File: config.mk
export PLATFORM = sky130hd
export DESIGN_NAME = sd_read_seq
export DESIGN_NICKNAME = d
export VERILOG_FILES = /design/src/rtl/sd_read_seq.sv
export SDC_FILE = /design/constraint.sdc
export NUM_CORES = 1
export LEC_CHECK = 0
export CORE_MARGIN = 3
export CORE_UTILIZATION = 57
export DETAILED_ROUTE_END_ITERATION = 7
export DONT_BUFFER_PORTS = 1
export GPL_TIMING_DRIVEN = 1
export PLACE_DENSITY = 0.87
export SLEW_MARGIN = 0
export SYNTH_ARGS = -nofsm -noshare
export SYNTH_HDL_FRONTEND = slang
export SYNTH_SLANG_ARGS = --single-unit
File: constraint.sdc
create_clock -name clk -period 2.7 [get_ports clk]
set_input_delay 0.135 -clock clk [delete_from_list [all_inputs] [get_ports clk]]
set_output_delay 0.135 -clock clk [all_outputs]
set_load 0.005 [all_outputs]
File: src/rtl/sd_read_seq.sv
// sd_read_seq: sequences multi-sector reads from an SD reader and packs the
// returned 16-bit halfwords into DDR_W-wide words for a DDR write port.
// One job = sd_sec_num sectors starting at sd_start_sec. A job ends with a
// one-cycle done pulse; err flags an abort or a per-sector idle timeout.
module sd_read_seq #(
    parameter int DDR_W   = 32,
    parameter int SEC_W   = 17,
    parameter int TMO_CYC = 65535
) (
    input  logic              clk,
    input  logic              rst_n,
    input  logic              start,
    input  logic              abort,
    input  logic [31:0]       sd_start_sec,
    input  logic [SEC_W-1:0]  sd_sec_num,
    input  logic              rd_busy,
    input  logic              sd_rd_val_en,
    input  logic [15:0]       sd_rd_val_data,
    output logic              rd_sec_start,
    output logic [31:0]       rd_sec_addr,
    output logic              ddr_wr_en,
    output logic [DDR_W-1:0]  ddr_wr_data,
    output logic              ddr_wr_last,
    output logic              busy,
    output logic              done,
    output logic              err
);

    localparam int K     = DDR_W / 16;
    localparam int IDX_W = (K > 1) ? $clog2(K) : 1;
    localparam int TMO_W = $clog2(TMO_CYC + 1);
    localparam int HW_W  = SEC_W + 8;

    localparam logic [IDX_W-1:0] IDX_LAST = IDX_W'(K - 1);
    localparam logic [TMO_W-1:0] TMO_MAX  = TMO_W'(TMO_CYC);

    typedef enum logic [1:0] {
        S_IDLE  = 2'd0,
        S_ISSUE = 2'd1,
        S_WAIT  = 2'd2,
        S_FIN   = 2'd3
    } state_t;

    state_t             state_reg;
    state_t             state_next;

    logic               busy_d0_reg;
    logic               busy_d1_reg;
    logic [SEC_W-1:0]   count_reg;
    logic [SEC_W-1:0]   sec_cnt_reg;
    logic [31:0]        addr_reg;
    logic [TMO_W-1:0]   tmo_cnt_reg;
    logic [IDX_W-1:0]   pack_idx_reg;
    logic [DDR_W-1:0]   pack_reg;
    logic [HW_W-1:0]    hw_cnt_reg;
    logic               wr_en_reg;
    logic [DDR_W-1:0]   wr_data_reg;
    logic               wr_last_reg;
    logic               err_reg;
    logic               zero_done_reg;

    logic               start_ok;
    logic               job_run;
    logic               abort_hit;
    logic               timeout_hit;
    logic               sec_done;
    logic               last_sec;
    logic               hw_accept;
    logic               word_done;
    logic               hw_final;
    logic [DDR_W-1:0]   word_next;

    // Job-control decode shared by the FSM and the datapath
    assign start_ok    = (state_reg == S_IDLE) && start;
    assign job_run     = (state_reg == S_ISSUE) || (state_reg == S_WAIT);
    assign abort_hit   = job_run && abort;
    assign timeout_hit = (state_reg == S_WAIT) && (tmo_cnt_reg == TMO_MAX);
    // Falling edge of the twice-registered reader busy marks a finished sector
    assign sec_done    = busy_d1_reg && !busy_d0_reg;
    assign last_sec    = (sec_cnt_reg + SEC_W'(1)) == count_reg;
    // Halfwords are dropped in IDLE and once the job has failed, so nothing
    // is written after an abort or timeout
    assign hw_accept   = sd_rd_val_en && (state_reg != S_IDLE) && !err_reg
                         && !abort_hit && !timeout_hit;
    assign word_done   = hw_accept && (pack_idx_reg == IDX_LAST);
    assign hw_final    = (hw_cnt_reg + HW_W'(1)) == {count_reg, 8'h00};

    // Incoming halfword merged into its slot of the pack buffer
    generate
        for (genvar gi = 0; gi < K; gi++) begin : g_slot
            assign word_next[gi*16 +: 16] = (pack_idx_reg == IDX_W'(gi))
                                            ? sd_rd_val_data
                                            : pack_reg[gi*16 +: 16];
        end
    endgenerate

    // FSM state register
    always_ff @(posedge clk) begin
        if (!rst_n) begin
            state_reg <= S_IDLE;
        end else begin
            state_reg <= state_next;
        end
    end

    // FSM next-state logic; abort takes priority over sector completion
    always_comb begin
        state_next = state_reg;
        case (state_reg)
            S_IDLE: begin
                if (start && (sd_sec_num != '0)) begin
                    state_next = S_ISSUE;
                end
            end
            S_ISSUE: begin
                state_next = abort ? S_FIN : S_WAIT;
            end
            S_WAIT: begin
                if (abort) begin
                    state_next = S_FIN;
                end else if (sec_done) begin
                    state_next = last_sec ? S_FIN : S_ISSUE;
                end else if (timeout_hit) begin
                    state_next = S_FIN;
                end
            end
            default: begin
                state_next = S_IDLE;
            end
        endcase
    end

    // FSM outputs; a zero-sector job pulses done without ever raising busy
    always_comb begin
        rd_sec_start = (state_reg == S_ISSUE);
        busy         = (state_reg != S_IDLE);
        done         = (state_reg == S_FIN) || zero_done_reg;
    end

    assign rd_sec_addr = addr_reg;
    assign ddr_wr_en   = wr_en_reg;
    assign ddr_wr_data = wr_data_reg;
    assign ddr_wr_last = wr_last_reg;
    assign err         = err_reg;

    // Job registers: busy synchroniser, counters, address, error flag
    always_ff @(posedge clk) begin
        if (!rst_n) begin
            busy_d0_reg   <= 1'b0;
            busy_d1_reg   <= 1'b0;
            count_reg     <= '0;
            sec_cnt_reg   <= '0;
            addr_reg      <= '0;
            tmo_cnt_reg   <= '0;
            err_reg       <= 1'b0;
            zero_done_reg <= 1'b0;
        end else begin
            busy_d0_reg   <= rd_busy;
            busy_d1_reg   <= busy_d0_reg;
            zero_done_reg <= start_ok && (sd_sec_num == '0);

            if (start_ok) begin
                err_reg <= 1'b0;
                if (sd_sec_num != '0) begin
                    count_reg   <= sd_sec_num;
                    addr_reg    <= sd_start_sec;
                    sec_cnt_reg <= '0;
                end
            end else if (abort_hit || timeout_hit) begin
                err_reg <= 1'b1;
            end

            if ((state_reg == S_WAIT) && !abort && sec_done) begin
                sec_cnt_reg <= sec_cnt_reg + SEC_W'(1);
                if (!last_sec) begin
                    addr_reg <= addr_reg + 32'd1;
                end
            end

            if ((state_reg == S_ISSUE) || sd_rd_val_en) begin
                tmo_cnt_reg <= '0;
            end else if ((state_reg == S_WAIT) && (tmo_cnt_reg != TMO_MAX)) begin
                tmo_cnt_reg <= tmo_cnt_reg + TMO_W'(1);
            end
        end
    end

    // Halfword packer: emits a word the cycle after its last halfword arrives
    always_ff @(posedge clk) begin
        if (!rst_n) begin
            pack_idx_reg <= '0;
            pack_reg     <= '0;
            hw_cnt_reg   <= '0;
            wr_en_reg    <= 1'b0;
            wr_data_reg  <= '0;
            wr_last_reg  <= 1'b0;
        end else begin
            wr_en_reg <= word_done;
            if (start_ok) begin
                pack_idx_reg <= '0;
                hw_cnt_reg   <= '0;
            end else if (hw_accept) begin
                pack_reg     <= word_next;
                hw_cnt_reg   <= hw_cnt_reg + HW_W'(1);
                pack_idx_reg <= word_done ? '0 : pack_idx_reg + IDX_W'(1);
            end
            if (word_done) begin
                wr_data_reg <= word_next;
                wr_last_reg <= hw_final;
            end else begin
                wr_last_reg <= 1'b0;
            end
        end
    end

endmodule

Word-level counts from Yosys, hierarchy flattened
Index checks and enable logic that the tools add are counted.
{"block": "totals", "reg_bits": 180}
{"block": "op_classes", "bitwise_logic": 2, "muxes": 17, "reduce_logical": 36, "eq_ne": 9, "addsub": 5}
{"cell": "$mux W32", "count": 4}
{"cell": "$mux W17", "count": 3}
{"cell": "$add A32 B1 Y32 const B", "count": 1}
{"cell": "$mux W16", "count": 2}
{"cell": "$add A25 B1 Y25 const B", "count": 1}
{"cell": "$eq A25 B25 Y1", "count": 1}
{"cell": "$add A17 B1 Y17 const B", "count": 1}
{"cell": "$eq A17 B17 Y1", "count": 1}
{"cell": "$logic_not A17 Y1", "count": 1}
{"cell": "$reduce_bool A17 Y1", "count": 1}
{"cell": "$add A16 B1 Y16 const B", "count": 1}
{"cell": "$eq A16 B16 Y1 const B", "count": 1}
{"cell": "$ne A16 B16 Y1 const B", "count": 1}
{"cell": "$logic_and A1 B1 Y1", "count": 14}
{"cell": "$mux W2", "count": 5}
{"cell": "$reduce_and A2 Y1", "count": 5}
{"cell": "$pmux W2 S3", "count": 1}
{"cell": "$reduce_bool A2 Y1", "count": 3}
{"cell": "$logic_not A1 Y1", "count": 5}
{"cell": "$eq A2 B2 Y1 const B", "count": 2}
{"cell": "$logic_or A1 B1 Y1", "count": 4}
{"cell": "$ne A4 B4 Y1 const B", "count": 1}
{"cell": "$reduce_or A2 Y1", "count": 2}
{"cell": "$eq A2 B1 Y1 const B", "count": 1}
{"cell": "5 further kinds", "count": 7}

Longest topological paths before layout
{"block": "logic_depth", "ltp_word": 8, "mapped_depth": 12, "depth_no_buf": 9}

Least setup slack after synthesis
Ideal clock, no wire load.
{"block": "synth_timing", "path_type": "reg2reg", "startpoint": "reg sec_cnt_reg[0]", "endpoint": "reg addr_reg[25] (netlist: rd_sec_addr[25])", "synth_period_minus_slack_ns": 2.784, "required_ns": 2.556, "t_arrival_ns": 2.639, "setup_ns": 0.144, "n_path_buf": 2, "slack_ns": -0.084, "stages_incl_launch_ff": 12, "cell_sequence": "dfxtp_1 -> ha_1 -> nand4_4 -> nor3_1 -> a221oi_1 -> or4_1 -> and4bb_4 -> nor2_1 -> buf_2 -> buf_2 -> o21ai_0 -> o311ai_0"}
{"block": "synth_between", "elab_chain_cells": 4}
{"element": "from (decl)", "line": "50", "rtl": "logic [SEC_W-1:0] sec_cnt_reg;"}
{"element": "from (signal assigned)", "line": "174", "rtl": "sec_cnt_reg <= sec_cnt_reg + SEC_W'(1);"}
{"element": "$add A17 B1 Y17", "line": "80", "rtl": "assign last_sec = (sec_cnt_reg + SEC_W'(1)) == count_reg;"}
{"element": "$eq A17 B17 Y1", "line": "80"}
{"element": "$mux W32", "line": "175", "rtl": "if (!last_sec) begin"}
{"element": "$mux W32", "line": "173", "rtl": "if ((state_reg == S_WAIT) && !abort && sec_done) begin"}
{"element": "to (signal assigned)", "line": "166", "rtl": "addr_reg <= sd_start_sec;"}
{"element": "to (signal assigned)", "line": "176", "rtl": "addr_reg <= addr_reg + 32'd1;"}
{"element": "to (decl)", "line": "51", "rtl": "logic [31:0] addr_reg;"}
No other way between the ends.
A chain may end at the register's enable or synchronous reset.

Worst setup path after layout
{"block": "layout_timing", "startpoint": "reg sec_cnt_reg[8]", "endpoint": "reg addr_reg[3] (netlist: rd_sec_addr[3])"}
The elaborated chain is that of the path after synthesis.

==> impl_results.md <==
- Minimum clock period: 2.748 ns
- Sequential Area: 3321 um^2
- P&R area growth vs syn: 25.89%
- Leading area contributor after synthesis: dfxtp_1
- Reg clk slew, reported paths: 0.07 ns
- Routed WL: ~27,000 um
- RePlAce Congestion: 0.9110
- Power per cell area: 670.0 nW/um^2
- Root Buffer: clkbuf_16
- Core area: about 14,000 um^2
- Row cnt: 43
- IO Port Bufs: 0
- CTS buffer count: 17
- ANT nets after route: 0
- Synth Register Bits: 164
- DIE WIDTH: 127.6 um
- Critical path type: flop to flop
- Starting Density: 0.5957
- Dpl hpwl: 14,960 um
- Final period util: 1.018
- Syn. warnings: 0
- Area of the mapped netlist: 8429 um^2
- Max Clock Freq: 363.9 MHz
- Status: complete, but fails checks
- Fillers: approximately 900
- Slew Limit Fails: 0
- Tot Pwr: 7.110 mW
- Die H: ~130 um
- Worst IR Drop VDD: 594.0 uV
- Boundary Pins: 141
- CTS tree: yes
- Multi-input logic area: 4994 um^2
- Global-route wire length before repair: 39,320 um
- Leak: 3.916 nW
- Global-route usage over all layers: 0.2924
- Antenna violations before repair: 0
- Critical path peak fanout: 5
- CTS Buffer Depth: 2
- Initial drt markers: just over 1,000
- Post-Synthesis Cells: 1,068
- Syn Nets: 1,149
- Nets: 1,239
- Post-synthesis async set-or-reset flop share: 0
- Data required time of the worst path: 3.07 ns
- Largest net degree at the start of global routing: 63
- Setup_tns: -0.1366 ns
- # diodes: 0
- Crit-path max cell delay: 0.53 ns
- Total gr overflow: 0
- Crit path DAT: 3.12 ns
- Share of layout cells above drive strength 1: 0.1469
- Max-cap violations: 0
- Clock Skews: 0.01594 ns
- CP startpoint kind: flop
- Later-pin clock latency in the skew report: about 0.44 ns
- HP Class: primary input to flop
- Slew HR: 0.2292
- Worst Tran Pin Value: 1.155 ns
- Top cells by area, synth: dfxtp_1, nand2_1, nand4_1, a21oi_1, xnor2_1
- Clock Sinks: between 150 and 200
- Vias in the first global route: between 8,000 and 9,000
- Failing checks: setup timing
- Commonest non-fill, non-tap cell in the layout: nand2_1
- Routed vias: about 8,800
- Sequential area share after synthesis: 0.3895
- Crit path cell chain: nand4_1 > or4_1 > xnor2_1 > nor4_4 > and4bb_4 > nand2b_4 > buf_4 > or4_1 > nand4_1
- Die area: around 16,000 um^2
- Most frequent cells in the layout: nand2_1, dfxtp_1, nor2_1
- DRC errors left: 0
- Final Hold Viols: 0
- Syn avg cell area: slightly below 8 um^2
- Fin Hold WS: 0.01845 ns
- Avg WL per Cell: 19.80 um
- Final setup margin: -0.04794 ns
- Vias per inst: 6.526
- Predominant post-synthesis flop cell: dfxtp_1
- RSZ-0062 raised after global routing: yes
- Synth top area share: 0.3895
- EDFF count, synth: 0
- Final Util: 0.7499
- Critical-path top delay cell: or4_1
- Final Setup Violations: 5
- Cell variety after synth: 58
- CTS H-tree lvls: 4
- Critical Path Sink Type: flop
- Router iterations before antenna repair: 6
## layout make-up
class	count	area share
inverter	11	0.003891
clock buffer	17	0.04009
sequential	164	0.3129
timing repair buffer	148	0.1332
tap	180	0.02122
clock inverter	15	0.01804
multi-input combinational	816	0.4706
## power by group
part	switching (mW)	leakage, nW	internal [mW]
combinational	1.04	2.27	0.641
sequential	0.288	1.34	2.64
clock	1.22	0.301	1.28
total	2.55	3.92	4.56
## kinds of logic (layout without fill, tap and decap cells)
| group | Yosys count | after routing | synth area share |
|---|---|---|---|
| compound gates | 213 | 213 | 0.1597 |
| fa+ha+maj | 10 | 10 | 0.01484 |
| buf+inv | 90 | 191 | 0.04394 |
| xor+xnor | 77 | 77 | 0.08001 |
| simple gates | 509 | 511 | 0.3059 |
| flops | 164 | 164 | 0.3895 |
| mux | 5 | 5 | 0.006086 |
## path summary, 6_finish.rpt
| kind | depth (start not counted) | slack, ns | start | end |
|---|---|---|---|---|
| min reg2reg | 1 | 0.46 | busy_d0_reg | busy_d1_reg |
| min | 4 | 0.02 | abort | state_reg[1] |
| max | 9 | -0.05 | sec_cnt_reg[8] | rd_sec_addr[3] |
| max reg2reg | 9 | -0.05 | sec_cnt_reg[8] | rd_sec_addr[3] |
## cell usage after synthesis, drive strengths merged (2+ instances only)
library cell	instances
a22o	32
dfxtp	164
a211oi	6
a21oi	72
nand4	61
a31oi	14
mux2i	4
xnor2	40
and4	7
nor4	24
ha	10
nand2b	9
clkbuf	64
o41ai	2
nor2	91
nand2	154
or2	6
or3	21
nand3	45
nor4b	3
a21o	2
o211ai	3
or4	8
a311oi	2
inv	11
nor3	28
buf	15
o21ai	54
nor3b	11
o311ai	15
nand3b	5
and3	25
xor2	37
and2	9
## what timing repair did
item                                    in CTS  in global routing
endpoints found under the setup margin      35                 34
resized for setup                           14                 53
hold endpoints to repair                    84                  0
pin swaps                                    3                 18
hold buffers                                70                  0
cloned                                       0                  5
setup buffers                                1                  6
## worst max-delay path, delay by kind of cell, from the launching register on
family | cells | cell delay [ns]
and+or+nand+nor | 7 | 1.79
DFF | 1 | 0.40
xor gates and xnor gates | 1 | 0.34
buffers and inverters | 1 | 0.16
## metrics by stage
step | instance area [um^2] | worst slack [ns] | std cells
2_1_floorplan | 8437 | 0.01148 | 1068
3_3_place_gp | 8912 | -0.001178 | 1237
3_5_place_dp | 8912 | -0.1510 | 1237
4_1_cts | 10290 | 0.005894 | 1340
5_1_grt | 10610 | -0.1524 | 1351
6_report | 10610 | -0.04794 | 1351
## metal layers
metal	GRT usage	share of wire	up-vias
li1	-	-	4044
met5	0	0	-
met2	0.4871	0.49	559
met4	0.1261	0.042	0
met3	0.07609	0.088	127
met1	0.3578	0.38	4087
No activity file was read; power rests on OpenSTA's default activity.
